[src/rtl/lcd_arb_pkg.sv]
// Shared definitions for the character-LCD operation arbiter: opcode values,
// FSM state encoding, field widths and the opcode-to-strobe decode.
package lcd_arb_pkg;

   localparam int unsigned OP_W   = 3;
   localparam int unsigned BYTE_W = 8;
   localparam int unsigned NCMD   = 5;

   localparam logic [OP_W-1:0] OP_RESET = 3'd0;
   localparam logic [OP_W-1:0] OP_CLEAR = 3'd1;
   localparam logic [OP_W-1:0] OP_HOME  = 3'd2;
   localparam logic [OP_W-1:0] OP_DATA  = 3'd3;
   localparam logic [OP_W-1:0] OP_ADDR  = 3'd4;

   typedef enum logic [2:0] {
      StIdle,
      StInitHi,
      StInitLo,
      StIssue,
      StDone
   } arb_state_e;

   // Strobe vector bit order: {addr, data, home, clear, reset}; zero for invalid opcodes.
   function automatic logic [NCMD-1:0] op_strobe(input logic [OP_W-1:0] op);
      logic [NCMD-1:0] s;
      s = '0;
      case (op)
         OP_RESET: s = 5'b00001;
         OP_CLEAR: s = 5'b00010;
         OP_HOME:  s = 5'b00100;
         OP_DATA:  s = 5'b01000;
         OP_ADDR:  s = 5'b10000;
         default:  s = '0;
      endcase
      return s;
   endfunction

   // Only DATA and ADDR carry a byte to the controller.
   function automatic logic op_has_byte(input logic [OP_W-1:0] op);
      return (op == OP_DATA) || (op == OP_ADDR);
   endfunction

endpackage

[src/rtl/lcd_rr_pick.sv]
// Combinational round-robin picker: first requester at or after ptr, wrapping.
module lcd_rr_pick
   import lcd_arb_pkg::*;
#(
   parameter int unsigned NREQ = 2,
   localparam int unsigned PW  = (NREQ > 1) ? $clog2(NREQ) : 1
) (
   input  logic [NREQ-1:0] req,
   input  logic [PW-1:0]   ptr,
   output logic [NREQ-1:0] win,
   output logic [PW-1:0]   win_idx,
   output logic            valid
);

   // Scan NREQ positions starting at ptr; the first hit wins.
   always_comb begin
      int unsigned pos;
      logic [PW-1:0] sel;
      win     = '0;
      win_idx = '0;
      valid   = 1'b0;
      pos     = 0;
      sel     = '0;
      for (int unsigned k = 0; k < NREQ; k++) begin
         pos = 32'(ptr) + k;
         if (pos >= NREQ) pos = pos - NREQ;
         sel = PW'(pos);
         if (!valid && req[sel]) begin
            valid    = 1'b1;
            win[sel] = 1'b1;
            win_idx  = sel;
         end
      end
   end

endmodule

[src/rtl/lcd_op_arbiter.sv]
// Round-robin arbiter sharing one clplcd controller among NREQ client FSMs.
// Each grant runs: init pulse, command strobe held until the matching ack, done pulse.
// Optional ack timeout enabled by defining LCD_TIMEOUT_EN (limit TMO_CYC cycles).
module lcd_op_arbiter
   import lcd_arb_pkg::*;
#(
   parameter int unsigned NREQ    = 2,
   parameter int unsigned TMO_CYC = 2000000
) (
   input  logic                     CLK,
   input  logic                     RSTN,
   input  logic [NREQ-1:0]          req,
   input  logic [OP_W*NREQ-1:0]     op,
   input  logic [BYTE_W*NREQ-1:0]   din,
   output logic [NREQ-1:0]          gnt,
   output logic [NREQ-1:0]          done,
   output logic                     err,
   output logic                     busy,
   output logic                     initlcd,
   output logic                     resetlcd,
   output logic                     clearlcd,
   output logic                     homelcd,
   output logic                     datalcd,
   output logic                     addrlcd,
   output logic [BYTE_W-1:0]        lcddatin,
   input  logic                     lcdreset,
   input  logic                     lcdclear,
   input  logic                     lcdhome,
   input  logic                     lcddata,
   input  logic                     lcdaddr
);

   localparam int unsigned PW = (NREQ > 1) ? $clog2(NREQ) : 1;

   if (NREQ < 1 || NREQ > 8 || TMO_CYC < 1) begin : g_param_chk
      $error("lcd_op_arbiter: NREQ must be 1..8 and TMO_CYC at least 1");
   end

   arb_state_e          state_q, state_d;
   logic [PW-1:0]       ptr_q, ptr_d;
   logic [NREQ-1:0]     gnt_q, gnt_d;
   logic [NREQ-1:0]     done_q, done_d;
   logic                err_q, err_d;
   logic                init_q, init_d;
   logic [NCMD-1:0]     strb_q, strb_d;
   logic [BYTE_W-1:0]   datin_q, datin_d;
   logic [OP_W-1:0]     op_q, op_d;
   logic [BYTE_W-1:0]   din_q, din_d;

   logic [NREQ-1:0]     pick_win;
   logic [PW-1:0]       pick_idx;
   logic                pick_valid;
   logic [OP_W-1:0]     op_sel;
   logic [BYTE_W-1:0]   din_sel;
   logic [NCMD-1:0]     ack;

`ifdef LCD_TIMEOUT_EN
   localparam int unsigned TW = $clog2(TMO_CYC + 1);
   logic [TW-1:0]       tmo_q, tmo_d;
`endif

   lcd_rr_pick #(
      .NREQ (NREQ)
   ) u_pick (
      .req     (req),
      .ptr     (ptr_q),
      .win     (pick_win),
      .win_idx (pick_idx),
      .valid   (pick_valid)
   );

   assign ack = {lcdaddr, lcddata, lcdhome, lcdclear, lcdreset};

   // Route the winning client's opcode and byte to the latches.
   always_comb begin
      op_sel  = '0;
      din_sel = '0;
      for (int unsigned i = 0; i < NREQ; i++) begin
         if (pick_win[i]) begin
            op_sel  = op[i*OP_W +: OP_W];
            din_sel = din[i*BYTE_W +: BYTE_W];
         end
      end
   end

   // Next-state and registered-output logic for the transaction sequence.
   always_comb begin
      state_d = state_q;
      ptr_d   = ptr_q;
      gnt_d   = gnt_q;
      done_d  = '0;
      err_d   = 1'b0;
      init_d  = 1'b0;
      strb_d  = strb_q;
      datin_d = datin_q;
      op_d    = op_q;
      din_d   = din_q;
`ifdef LCD_TIMEOUT_EN
      tmo_d   = tmo_q;
`endif
      unique case (state_q)
         StIdle: begin
            if (pick_valid) begin
               gnt_d   = pick_win;
               op_d    = op_sel;
               din_d   = din_sel;
               init_d  = 1'b1;
               ptr_d   = (pick_idx == PW'(NREQ - 1)) ? '0 : pick_idx + 1'b1;
               state_d = StInitHi;
            end
         end
         StInitHi: begin
            state_d = StInitLo;
         end
         StInitLo: begin
            if (op_strobe(op_q) != '0) begin
               strb_d  = op_strobe(op_q);
               datin_d = op_has_byte(op_q) ? din_q : '0;
`ifdef LCD_TIMEOUT_EN
               tmo_d   = '0;
`endif
               state_d = StIssue;
            end else begin
               // Invalid opcode: finish with error, never touch the controller.
               done_d  = gnt_q;
               err_d   = 1'b1;
               gnt_d   = '0;
               state_d = StDone;
            end
         end
         StIssue: begin
            if ((strb_q & ack) != '0) begin
               strb_d  = '0;
               done_d  = gnt_q;
               gnt_d   = '0;
               state_d = StDone;
            end
`ifdef LCD_TIMEOUT_EN
            else if (tmo_q == TW'(TMO_CYC - 1)) begin
               strb_d  = '0;
               done_d  = gnt_q;
               err_d   = 1'b1;
               gnt_d   = '0;
               state_d = StDone;
            end else begin
               tmo_d = tmo_q + 1'b1;
            end
`endif
         end
         StDone: begin
            state_d = StIdle;
         end
         default: begin
            state_d = StIdle;
         end
      endcase
   end

   // State and output registers; reset aborts any transaction without a done.
   always_ff @(posedge CLK or negedge RSTN) begin
      if (!RSTN) begin
         state_q <= StIdle;
         ptr_q   <= '0;
         gnt_q   <= '0;
         done_q  <= '0;
         err_q   <= 1'b0;
         init_q  <= 1'b0;
         strb_q  <= '0;
         datin_q <= '0;
         op_q    <= '0;
         din_q   <= '0;
      end else begin
         state_q <= state_d;
         ptr_q   <= ptr_d;
         gnt_q   <= gnt_d;
         done_q  <= done_d;
         err_q   <= err_d;
         init_q  <= init_d;
         strb_q  <= strb_d;
         datin_q <= datin_d;
         op_q    <= op_d;
         din_q   <= din_d;
      end
   end

`ifdef LCD_TIMEOUT_EN
   // Ack timeout counter, only meaningful while in StIssue.
   always_ff @(posedge CLK or negedge RSTN) begin
      if (!RSTN) begin
         tmo_q <= '0;
      end else begin
         tmo_q <= tmo_d;
      end
   end
`endif

   assign gnt      = gnt_q;
   assign done     = done_q;
   assign err      = err_q;
   assign busy     = (state_q != StIdle);
   assign initlcd  = init_q;
   assign resetlcd = strb_q[0];
   assign clearlcd = strb_q[1];
   assign homelcd  = strb_q[2];
   assign datalcd  = strb_q[3];
   assign addrlcd  = strb_q[4];
   assign lcddatin = datin_q;

endmodule

[config.mk]
export PLATFORM = sky130hd
export DESIGN_NAME = lcd_op_arbiter
export DESIGN_NICKNAME = d
export VERILOG_FILES = /design/src/rtl/lcd_arb_pkg.sv /design/src/rtl/lcd_rr_pick.sv /design/src/rtl/lcd_op_arbiter.sv
export SDC_FILE = /design/constraint.sdc
export NUM_CORES = 1
export LEC_CHECK = 0
export ABC_AREA = 1
export CELL_PAD_IN_SITES_DETAIL_PLACEMENT = 1
export CELL_PAD_IN_SITES_GLOBAL_PLACEMENT = 1
export CORE_MARGIN = 2
export CORE_UTILIZATION = 29
export DETAILED_ROUTE_END_ITERATION = 6
export PLACE_DENSITY = 0.78
export SLEW_MARGIN = 20
export SYNTH_ARGS = -nofsm -noshare
export SYNTH_HDL_FRONTEND = slang
export SYNTH_SLANG_ARGS = --single-unit
[constraint.sdc]
create_clock -name CLK -period 1.3 [get_ports CLK]
set_clock_uncertainty 0.05 [all_clocks]
set_input_delay 0.325 -clock CLK [delete_from_list [all_inputs] [get_ports CLK]]
set_output_delay 0.325 -clock CLK [all_outputs]
set_load 0.02 [all_outputs]
==> results of run 1 <==
final timing paths:
path / from / cells after the start / end
worst max register to register: state_q[1]$_DFFE_PN0P_ / 9 / gnt[0]$_DFFE_PN0P_
min in group CLK: lcddatin[1]$_DFFE_PN0P_ / 2 / lcddatin[1]$_DFFE_PN0P_
worst min-delay path: RSTN / 2 / lcddatin[2]$_DFFE_PN0P_
max in group asynchronous: RSTN / 2 / done[1]$_DFF_PN0_
worst min register to register: lcddatin[1]$_DFFE_PN0P_ / 2 / lcddatin[1]$_DFFE_PN0P_
worst max-delay path: state_q[1]$_DFFE_PN0P_ / 9 / gnt[0]$_DFFE_PN0P_
layer usage:
metal	up-vias	GRT usage [%]
met2	45	31.3
met4	0	6.32
met5	-	0
met3	10	2.76
li1	826	-
met1	789	19.6
flip-flops by register name, summed over array words and instances (netlist names), named ones only:
signal,cells
state_q,3
lcddatin,8
gnt,2
done,2
strb_q,5
din_q,8
initlcd,1
err,1
op_q,3
critical path, stage by stage, from the launching register on:
cell and delay, ps:
dfrtp_1 410, buf_4 150, buf_6 120, nand3_4 90, nor2_4 70, buf_4 160, nor2_4 100, nand3_1 110
nand2_1 90, nand2_1 60
repair_timing:
| item | in CTS | in global routing |
|---|---|---|
| gates resized for setup | 102 | 48 |
| setup buffers | 3 | 7 |
| pin swaps | 11 | 15 |
| endpoints found under the setup margin | 51 | 45 |
| gates cloned | 3 | 0 |
metrics by stage:
stage,instances,utilization [%]
finish,359,48.8
global route,359,48.8
CTS,354,47.2
detailed placement,340,43.2
global placement,340,43.2
floorplan,200,-
where the power goes:
group	leakage, nW	switching, mW	internal (mW)
clock	0.0575	0.366	0.534
combinational	0.856	2.08	1.47
sequential	0.448	0.248	1.50
layout make-up:
cell class                 instances  area [um^2]  share of cell area, %
sequential                        34          851                   32.0
multi-input combinational        141          818                   30.8
inverter                          21         83.8                   3.16
tap                               72         90.1                   3.39
timing repair buffer              83          703                   26.5
clock buffer                       8          110                   4.15
cell usage in the layout, fill, tap and decap left out, types with 3 or more instances in the layout:
cell type        count
nand2_1             50
nand3_2              3
o21ai_0              8
o21ai_2              3
inv_2                3
buf_4               26
nand3_1             29
buf_6                8
buf_2               16
clkdlybuf4s50_1     28
dfrtp_1             34
nand2_2              3
nor2_1               8
nand2_4              5
nand3_4              3
nor2_4               8
clkbuf_8             8
o21ai_1             13
inv_1               17
nand4_1              4
kinds of logic (layout without fill, tap and decap cells):
kind of cell	count (synthesis)	in the layout	synth area share, %
AOI/OAI and AO/OA	27	27	8.94
buffers and inverters	28	112	7.93
DFF	34	34	52.9
and+or+nand+nor	111	114	30.2
==> impl_results.md, run 1 <==
* Outcome: complete, but fails checks
* Failing checks: negative setup slack
* First-pass GRT wire length at 8290 um
* Initial antenna violation count at 0
* Mapped Area at about 1600 um^2
* Number of synthesized flops with an enable pin at 0
* Clock Path Buffers at 2
* Final hold vios at 0
* # rows at 27
* Layout cells sized above 1 at about 32%
* Mapped Cells at 200
* Vias in the first global route at roughly 1.7k
* # DRC at 0
* Post-Route WL at 5120 um
* GR Util All Layers at 16.9%
* Synth Register Bits at 34
* IO Count at 51
* Core Area at 5440 um^2
* Yosys top cell area share at 52.9%
* Final instance area at 2660 um^2
* Startpoint types: flip-flop
* Placer congestion estimate at 0.709
* Worst skew pair latency at roughly 280 ps
* Ys flop type: dfrtp_1
* PnR worst setup slack at -216 ps
* Die width at 78.5 um
* Clock Pin Slew Worst Setup and Hold Paths at 70 ps
* Design Power at 6.20 mW
* Crit path kind: flip-flop to flip-flop
* Area grow syn2layout at 65.1%
* Clk root buf: clkbuf_8
* Router iterations before antenna repair at 4
* DR WL met2 at about 2700 um
* F_max at 660 MHz
* DIE AREA at 6160 um^2
* Most common cell in the netlist: nand2_1
* R2R Setup Slk at -220 ps
* Pins Over Slew Limit at 0
* Final setup violating endpoints at 32
* CTS H-tree depth at 2
* Total CTS buffers at 5
* Hold slack at 350 ps
* CP Capture Type: flip-flop
* Min Tclk post-route at about 1500 ps
* Met3 WL at 188 um
* YS warnings at 0
* TritonCTS clock tree: built
* Setup TNS at -2760 ps
* Synth Area per Inst at between 8 and 9 um^2
* Antenna Cells at 0
* DP Worst Slack at -408 ps
* Synth Net Count at approximately 230
* Clock sinks at 34
* Via count at 1670
* Hold Buf Count CTS at 0
* Unique masters post-synth at 16
* Initial core utilization at approximately 30%
* GRT overflow at 0
* FILL cells at 644
* Worst path arrival time at 1640 ps
* Post-synthesis sequential area ratio at 52.9%
* Final period utilization at 117%
* HP Class: input port to asynchronous set/reset pin
* DRT iter0 DRCs at just under 70
* Antenna Nets Post-Route at 0
* Synth area leader: dfrtp_1
* DP Area at 2350 um^2
* DR top layer: met4
* Height of the chip at 78.5 um
* Peak supply drop at 0.846 mV
* WP data required at ~1400 ps
* DR WL/cell at 14.3 um
* Hpwl dp at 3300 um
* Pwr dens at roughly 2300 nW/um^2
* Via density per instance at 4.65
* MaxCap Viol Count at 0
* Post-synth top cells: nand2_1, nand3_1, dfrtp_1, o21ai_0, inv_1
* Leakage at 1.36 nW
* Worst Max-Slew Pin Slew at 328 ps
* Worst relative slew slack at 77.9%
* Nets at 317
* Port bufs at 50
* Async set-reset flop share out of synthesis at 100%
* WL met1 at 2130 um
* Largest net degree at the start of global routing at 35
* Synth area leaders: dfrtp_1, nand2_1, nand3_1
* RSZ-0062 raised after global routing: true
* Crit Path Max Fanout at 4
(Power assumes the default switching activity.)
==> run 2, diff against run 1 <==
- TNS_END_PERCENT: unset -> 100
==> results of run 2 <==
The final DEF is identical to that of run 1; final timing and power are the same.
